`config.mk`:
```
export PLATFORM = sky130hd
export DESIGN_NAME = fetch_queue
export DESIGN_NICKNAME = d
export VERILOG_FILES = /design/src/rtl/cpu_pkg.sv /design/src/rtl/fetch_queue_mem.sv /design/src/rtl/fetch_queue.sv
export SDC_FILE = /design/constraint.sdc
export NUM_CORES = 1
export LEC_CHECK = 0
export BUFFER_PORTS_ARGS = -buffer_cell sky130_fd_sc_hd__buf_2
export CAP_MARGIN = 5
export CORE_MARGIN = 2
export CORE_UTILIZATION = 35
export DETAILED_ROUTE_END_ITERATION = 6
export GPL_ROUTABILITY_DRIVEN = 0
export SLEW_MARGIN = 20
export SYNTH_ARGS = -nofsm -noshare
export SYNTH_HDL_FRONTEND = slang
export SYNTH_SLANG_ARGS = --single-unit
```
`constraint.sdc`:
```
create_clock -name clk -period 5.06 [get_ports clk]
set_input_delay 0.759 -clock clk [delete_from_list [all_inputs] [get_ports clk]]
set_output_delay 0.759 -clock clk [all_outputs]
set_load 0.02 [all_outputs]
```
`src/rtl/cpu_pkg.sv`:
```
// Shared CPU front-end definitions: default datapath widths and the fetch entry
// record passed from fetch through the fetch queue to decode.
package cpu_pkg;

    localparam int CPU_ADDR_WIDTH  = 12;
    localparam int CPU_INSTR_WIDTH = 32;

    typedef struct packed {
        logic [CPU_ADDR_WIDTH-1:0]  pc;
        logic [CPU_INSTR_WIDTH-1:0] instr;
    } fetch_entry_t;

endpackage

```
`src/rtl/fetch_queue_mem.sv`:
```
// Register-array storage for the fetch queue: one clocked write port and one
// asynchronous read port. Contents are deliberately left unreset.
module fetch_queue_mem
    import cpu_pkg::*;
#(
    parameter int DEPTH = 4,
    parameter int WIDTH = CPU_ADDR_WIDTH + CPU_INSTR_WIDTH
) (
    input  logic                     clk,
    input  logic                     we,
    input  logic [$clog2(DEPTH)-1:0] waddr,
    input  logic [WIDTH-1:0]         wdata,
    input  logic [$clog2(DEPTH)-1:0] raddr,
    output logic [WIDTH-1:0]         rdata
);

    logic [WIDTH-1:0] mem_q [DEPTH];

    always_ff @(posedge clk) begin
        if (we) begin
            mem_q[waddr] <= wdata;
        end
    end

    assign rdata = mem_q[raddr];

endmodule

```
`src/rtl/fetch_queue.sv`:
```
// Circular fetch queue between instruction ROM and decode; {pc, instr} entries,
// valid/ready on both sides, synchronous flush for redirects.
module fetch_queue
    import cpu_pkg::*;
#(
    parameter int ADDR_WIDTH  = CPU_ADDR_WIDTH,
    parameter int INSTR_WIDTH = CPU_INSTR_WIDTH,
    parameter int DEPTH       = 4
) (
    input  logic                       clk,
    input  logic                       rst,
    input  logic                       flush,
    input  logic                       in_valid,
    output logic                       in_ready,
    input  logic [ADDR_WIDTH-1:0]      in_pc,
    input  logic [INSTR_WIDTH-1:0]     in_instr,
    output logic                       out_valid,
    input  logic                       out_ready,
    output logic [ADDR_WIDTH-1:0]      out_pc,
    output logic [INSTR_WIDTH-1:0]     out_instr,
    output logic [$clog2(DEPTH+1)-1:0] count
);

    localparam int IW = $clog2(DEPTH);
    localparam int PW = IW + 1;
    localparam int CW = $clog2(DEPTH+1);
    localparam int EW = ADDR_WIDTH + INSTR_WIDTH;

    logic [PW-1:0] wr_ptr_q, wr_ptr_d;
    logic [PW-1:0] rd_ptr_q, rd_ptr_d;
    logic [CW-1:0] count_q, count_d;
    logic          empty, full, push, pop;
    logic [EW-1:0] rdata;

    // Pointer MSB is the wrap bit: same index with differing wrap means full.
    assign empty = (wr_ptr_q == rd_ptr_q);
    assign full  = (wr_ptr_q[IW-1:0] == rd_ptr_q[IW-1:0]) &&
                   (wr_ptr_q[PW-1] != rd_ptr_q[PW-1]);

    assign in_ready  = !full;
    assign out_valid = !empty;
    assign push      = in_valid && in_ready;
    assign pop       = out_valid && out_ready;

    always_comb begin
        wr_ptr_d = wr_ptr_q;
        rd_ptr_d = rd_ptr_q;
        count_d  = count_q;
        if (flush) begin
            wr_ptr_d = '0;
            rd_ptr_d = '0;
            count_d  = '0;
        end else begin
            if (push) begin
                wr_ptr_d = wr_ptr_q + PW'(1);
            end
            if (pop) begin
                rd_ptr_d = rd_ptr_q + PW'(1);
            end
            if (push && !pop) begin
                count_d = count_q + CW'(1);
            end else if (pop && !push) begin
                count_d = count_q - CW'(1);
            end
        end
    end

    always_ff @(posedge clk or posedge rst) begin
        if (rst) begin
            wr_ptr_q <= '0;
            rd_ptr_q <= '0;
            count_q  <= '0;
        end else begin
            wr_ptr_q <= wr_ptr_d;
            rd_ptr_q <= rd_ptr_d;
            count_q  <= count_d;
        end
    end

    fetch_queue_mem #(
        .DEPTH (DEPTH),
        .WIDTH (EW)
    ) u_mem (
        .clk   (clk),
        .we    (push && !flush),
        .waddr (wr_ptr_q[IW-1:0]),
        .wdata ({in_pc, in_instr}),
        .raddr (rd_ptr_q[IW-1:0]),
        .rdata (rdata)
    );

    assign out_pc    = empty ? '0 : rdata[EW-1:INSTR_WIDTH];
    assign out_instr = empty ? '0 : rdata[INSTR_WIDTH-1:0];
    assign count     = count_q;

endmodule

```
# Word level (Yosys, flattened, before mapping)
# Memories as Yosys holds them, arrays and structs flattened.
# Index checks and enable logic that the tools add are counted.
# word_totals
n_memories	1
input_bits	49
reg_bits	9
wordCells	36
mem_bits_rw	176
# memory_table
memory	depth	word_bits	rd	rd_ports_with_merged_regs	write_ports	line	source
u_mem.mem_q	4	44	1	0	1	fetch_queue_mem.sv:17	logic [WIDTH-1:0] mem_q [DEPTH];
# classes
reduce_logical	14
eq_ne	3
addsub	4
n_mux	11
# ops
cell	count
2-to-1 mux 32 bit	1
2-to-1 mux 3 bit	7
2-to-1 mux 12 bit	1
adder 3 x 1 -> 3 bit (second input constant)	3
logical AND 1 bit	6
zero test 1 bit	5
nonzero test 2 bit	2
== test 3 bit	1
nonzero test 3 bit	1
subtractor 3 x 1 -> 3 bit (second input constant)	1
== test 2 bit	1
2-to-1 mux 1 bit	2
inequality test 1 bit	1

# Logic depth before layout (Yosys ltp)
# logic_depth
word_depth	9
depth_mapped	11

# By module
# From an unflattened synthesis, not the netlist that was laid out.
# hier_totals
cells_unflattened	354
hier_area_um2	7380.8
# by_module_without_submodules
module	instances	area_per_inst_um2	cells_per_inst
fetch_queue_mem	1	6438.7	234
fetch_queue	1	942.2	120

# Worst setup path before layout
# OpenSTA, ideal clock, no wires.
# synth_path
path_type	input -> register
startpoint	input port in_valid
endpoint	memory u_mem.mem_q[0][0] (netlist name), enable pin
path_slack_ns	0.050
required_time_ns	4.551
path_buffers	1
path_stages	3
t_arrival_ns	4.501
cell_sequence	clkbuf_1 > o21ai_2 > nor3b_1
# synth_via
elab_chain_cells	4
# synth_lines
element	line	source
from (decl)	fetch_queue.sv:13	input logic in_valid,
logical AND 1 bit	fetch_queue.sv:42	assign push = in_valid && in_ready;
logical AND 1 bit	fetch_queue.sv:85	.we (push && !flush),
2-to-1 mux 1 bit	fetch_queue_mem.sv:20	if (we) begin
2-to-1 mux 1 bit (implied by the code)	fetch_queue_mem.sv:21	mem_q[waddr] <= wdata;
to (decl)	fetch_queue_mem.sv:17	
# Every way passes these cells.

# Final worst setup path
# layout_path
startpoint	register rd_ptr_q[0]
endpoint	output port out_instr[13]
# layout_via
elab_chain_cells	2
word_cells_on_any_way	3
# layout_lines
element	line	source
from (decl)	fetch_queue.sv:30	logic [PW-1:0] rd_ptr_q, rd_ptr_d;
from (signal assigned)	fetch_queue.sv:75	rd_ptr_q <= rd_ptr_d;
memory read (4 x 44 bit) / == test 3 bit (equally long branches)	-	
2-to-1 mux 32 bit *	fetch_queue.sv:93	assign out_instr = empty ? '0 : rdata[INSTR_WIDTH-1:0];
to (decl)	fetch_queue.sv:20	output logic [INSTR_WIDTH-1:0] out_instr,
# Every way passes the cells marked *; elsewhere a longest branch is shown, timed or not.

==> flow_metrics.env <==
export IMPL_irDropWorstVdd_uv=221
export IMPL_avgSynthCellArea_um2=20.3
export IMPL_period_minus_slack_ns=3.36
export IMPL_drt_pass1_iter_count=4
export IMPL_cap_violations=0
export IMPL_min_path_type="in -> async"
export IMPL_top_usage_layer="met2"
export IMPL_cts_buffer_depth=2
export IMPL_rr_worst_depth=8
export IMPL_clk_pin_slew_ns=0.06
export IMPL_final_cell_area_um2=8830
export IMPL_cts_resized=0
export IMPL_critPathLaunchType="flop"
export IMPL_synthArstFlopShare_pct=4.86
export IMPL_max_freq_ghz=0.298
export IMPL_ys_ff_latch=185
export IMPL_cts_tree="yes"
export IMPL_synth_top_area_share_pct=71.7
export IMPL_use_met3_pct=4.10
export IMPL_cts_made_buffers=17
export IMPL_drc=0
export IMPL_crit_type="reg -> out"
export IMPL_coreArea_um2=20800
export IMPL_status="finished, final reports clean"
export IMPL_grt_met1_usage_pct=18.0
export IMPL_powerDensity_nw_per_um2=461
export IMPL_die_h_um=149
export IMPL_io_pins=98
export IMPL_rrSetupSlack_ns=1.93
export IMPL_antenna_found_initial=2
export IMPL_synth_most_common_cell="edfxtp_1"
export IMPL_maxSlewHeadroom_pct=36.3
export IMPL_portBuffers=97
export IMPL_tightest_slew_ns=0.955
export IMPL_post_cts_buffers=0
export IMPL_drt_iter0_drc=170
export IMPL_finClkSkew_ns=0.0105
export IMPL_drive_above_1_share_pct=40.0
export IMPL_synth_area_leaders="edfxtp_1 72%, mux4_2 13%, and2_1 3.8%, dfrtp_1 3.1%, ha_1 0.85%"
export IMPL_rsz0062_at_grt="no"
export IMPL_fillerInstances=1879
export IMPL_post_synth_instance_area_um2=7370
export IMPL_start_util_pct=35.4
export IMPL_syn_nets=419
export IMPL_cp_arrival_ns=2.60
export IMPL_placed_cell_area_um2=8210
export IMPL_final_nets=525
export IMPL_rr_endpoint="count[1]"
export IMPL_vias=3690
export IMPL_end_kind="primary output"
export IMPL_synth_cells=364
export IMPL_fin_crit_sh_pct=66.4
export IMPL_worst_ep_required_time_ns=4.30
export IMPL_track_usage_pct=13.7
export IMPL_timing_rr_start="rd_ptr_q[2]"
export IMPL_tns_ns=0
export IMPL_grt_pass1_vias=3961
export IMPL_hold_violations=0
export IMPL_ys_warn_count=0
export IMPL_synth_area_leader_cell="edfxtp_1"
export IMPL_insertion_delay_ns=0.42
export IMPL_wl_mm=14.4
export IMPL_ant_nets=0
export IMPL_synth_common_cells="176 x edfxtp_1, 45 x and2_1, 44 x mux4_2, 10 x nand2_1, 10 x nor2_1"
export IMPL_finalSetupViolations=0
export IMPL_vias_per_cell=4.86
export IMPL_area_growth_syn_to_layout_pct=19.8
export IMPL_p_leak_nw=3.05
export IMPL_synthDistinctLibCells=34
export IMPL_die_area_um2=22200
export IMPL_wl_per_cell_um=19.0
export IMPL_hpwl_mm=8.62
export IMPL_ys_seq_area_share_pct=74.7
export IMPL_grt_max_degree=47
export IMPL_grtUsageMet2_pct=22.1
export IMPL_report_final_slew_viol_count=0
export IMPL_cts_root_buffer="clkbuf_16"
export IMPL_synth_edf_count=176
export IMPL_die_w_um=149
export IMPL_clock_sinks=185
export IMPL_grt_pass1_wl_mm=22.5
export IMPL_cts_max_level=4
export IMPL_num_rows=53
export IMPL_ctsHoldBuffers=0
export IMPL_critPathMaxFanout=46
export IMPL_grt_overflow_total=0
export IMPL_ys_flop_type="edfxtp_1"
[state kept, by name, indices dropped and copies added, names as in the netlist]
| name | count |
|---|---|
| count | 3 |
| rd_ptr_q | 3 |
| u_mem.mem_q | 176 |
| wr_ptr_q | 3 |
[metrics by stage]
stage	setup WS (ns)	power, mW	hold slack, ns	utilization (%)	cells
CTS	1.59	4.15	0.311	42.4	758
floorplan	0.0502	2.47	0.587	-	364
global route	1.48	4.27	0.325	42.4	758
global placement	2.03	2.75	0.577	39.4	726
finish	1.70	4.08	0.313	42.4	759
detailed placement	1.92	2.77	0.579	39.4	726
[layout make-up]
cell class | instances | area [µm²] | area share [%]
diodes | 1 | 2.50 | 0.0283
clock buffers | 17 | 425 | 4.82
clock inverters | 15 | 199 | 2.25
inverters | 5 | 18.8 | 0.212
multi-input cells | 154 | 1770 | 20.0
flip-flops and latches | 185 | 5520 | 62.4
well taps | 275 | 344 | 3.89
repair buffers | 107 | 561 | 6.34
[layout by cell type (no fill, tap or decap), types with 3 or more instances in the layout]
cell type,instances
xor2_1,4
nor3b_2,4
and2_1,45
a21oi_1,4
buf_4,10
nand2_1,10
xnor2_2,3
edfxtp_1,176
mux4_2,44
clkbuf_16,17
bufinv_16,4
nor2_1,10
inv_1,5
ha_1,5
dfrtp_1,7
o21ai_0,3
clkinv_4,3
nor2b_1,3
buf_2,97
[routing by layer]
layer / vias to the layer above / routed length [µm]
met3: 14 / 769
li1: 1655 / -
met1: 1928 / 6300
met5: - / 0
met4: 0 / 190
met2: 93 / 7130
[logic make-up (layout without fill, tap and decap cells)]
logic type	after synthesis	in the layout	synth area share (%)
other	0	1	0
adders and majority gates	6	6	1.12
DFF	185	185	74.7
buffers and inverters	25	144	1.63
and+or+nand+nor	75	75	5.70
AOI/OAI and AO/OA	17	17	1.59
muxes	47	47	13.9
xor gates and xnor gates	9	9	1.37
[critical path, stage by stage, from the launching register on]
cell and delay [ns]:
dfrtp_4 0.42, buf_4 0.75, mux4_2 0.66, and2_1 0.18, buf_2 0.16
[power breakdown]
part / total (mW) / switching [mW] / internal [mW]
sequential: 1.76 / 0.0238 / 1.74
clock: 1.37 / 0.542 / 0.828
combinational: 0.943 / 0.556 / 0.387
total: 4.08 / 1.12 / 2.95
[worst max path at each step]
stage                           start                end  slack [ns]  cells after the start
after global routing      rd_ptr_q[0]      out_instr[13]        1.48                      4
after CTS                 rd_ptr_q[0]      out_instr[13]        1.59                      4
after detailed placement  rd_ptr_q[2]           count[1]        1.92                      8
final                     rd_ptr_q[0]      out_instr[13]        1.70                      4
after floorplan              in_valid  u_mem.mem_q[0][0]        0.05                      3
after global placement    rd_ptr_q[2]           count[1]        2.03                      8
Note: power is estimated with default switching activity, not from simulation.
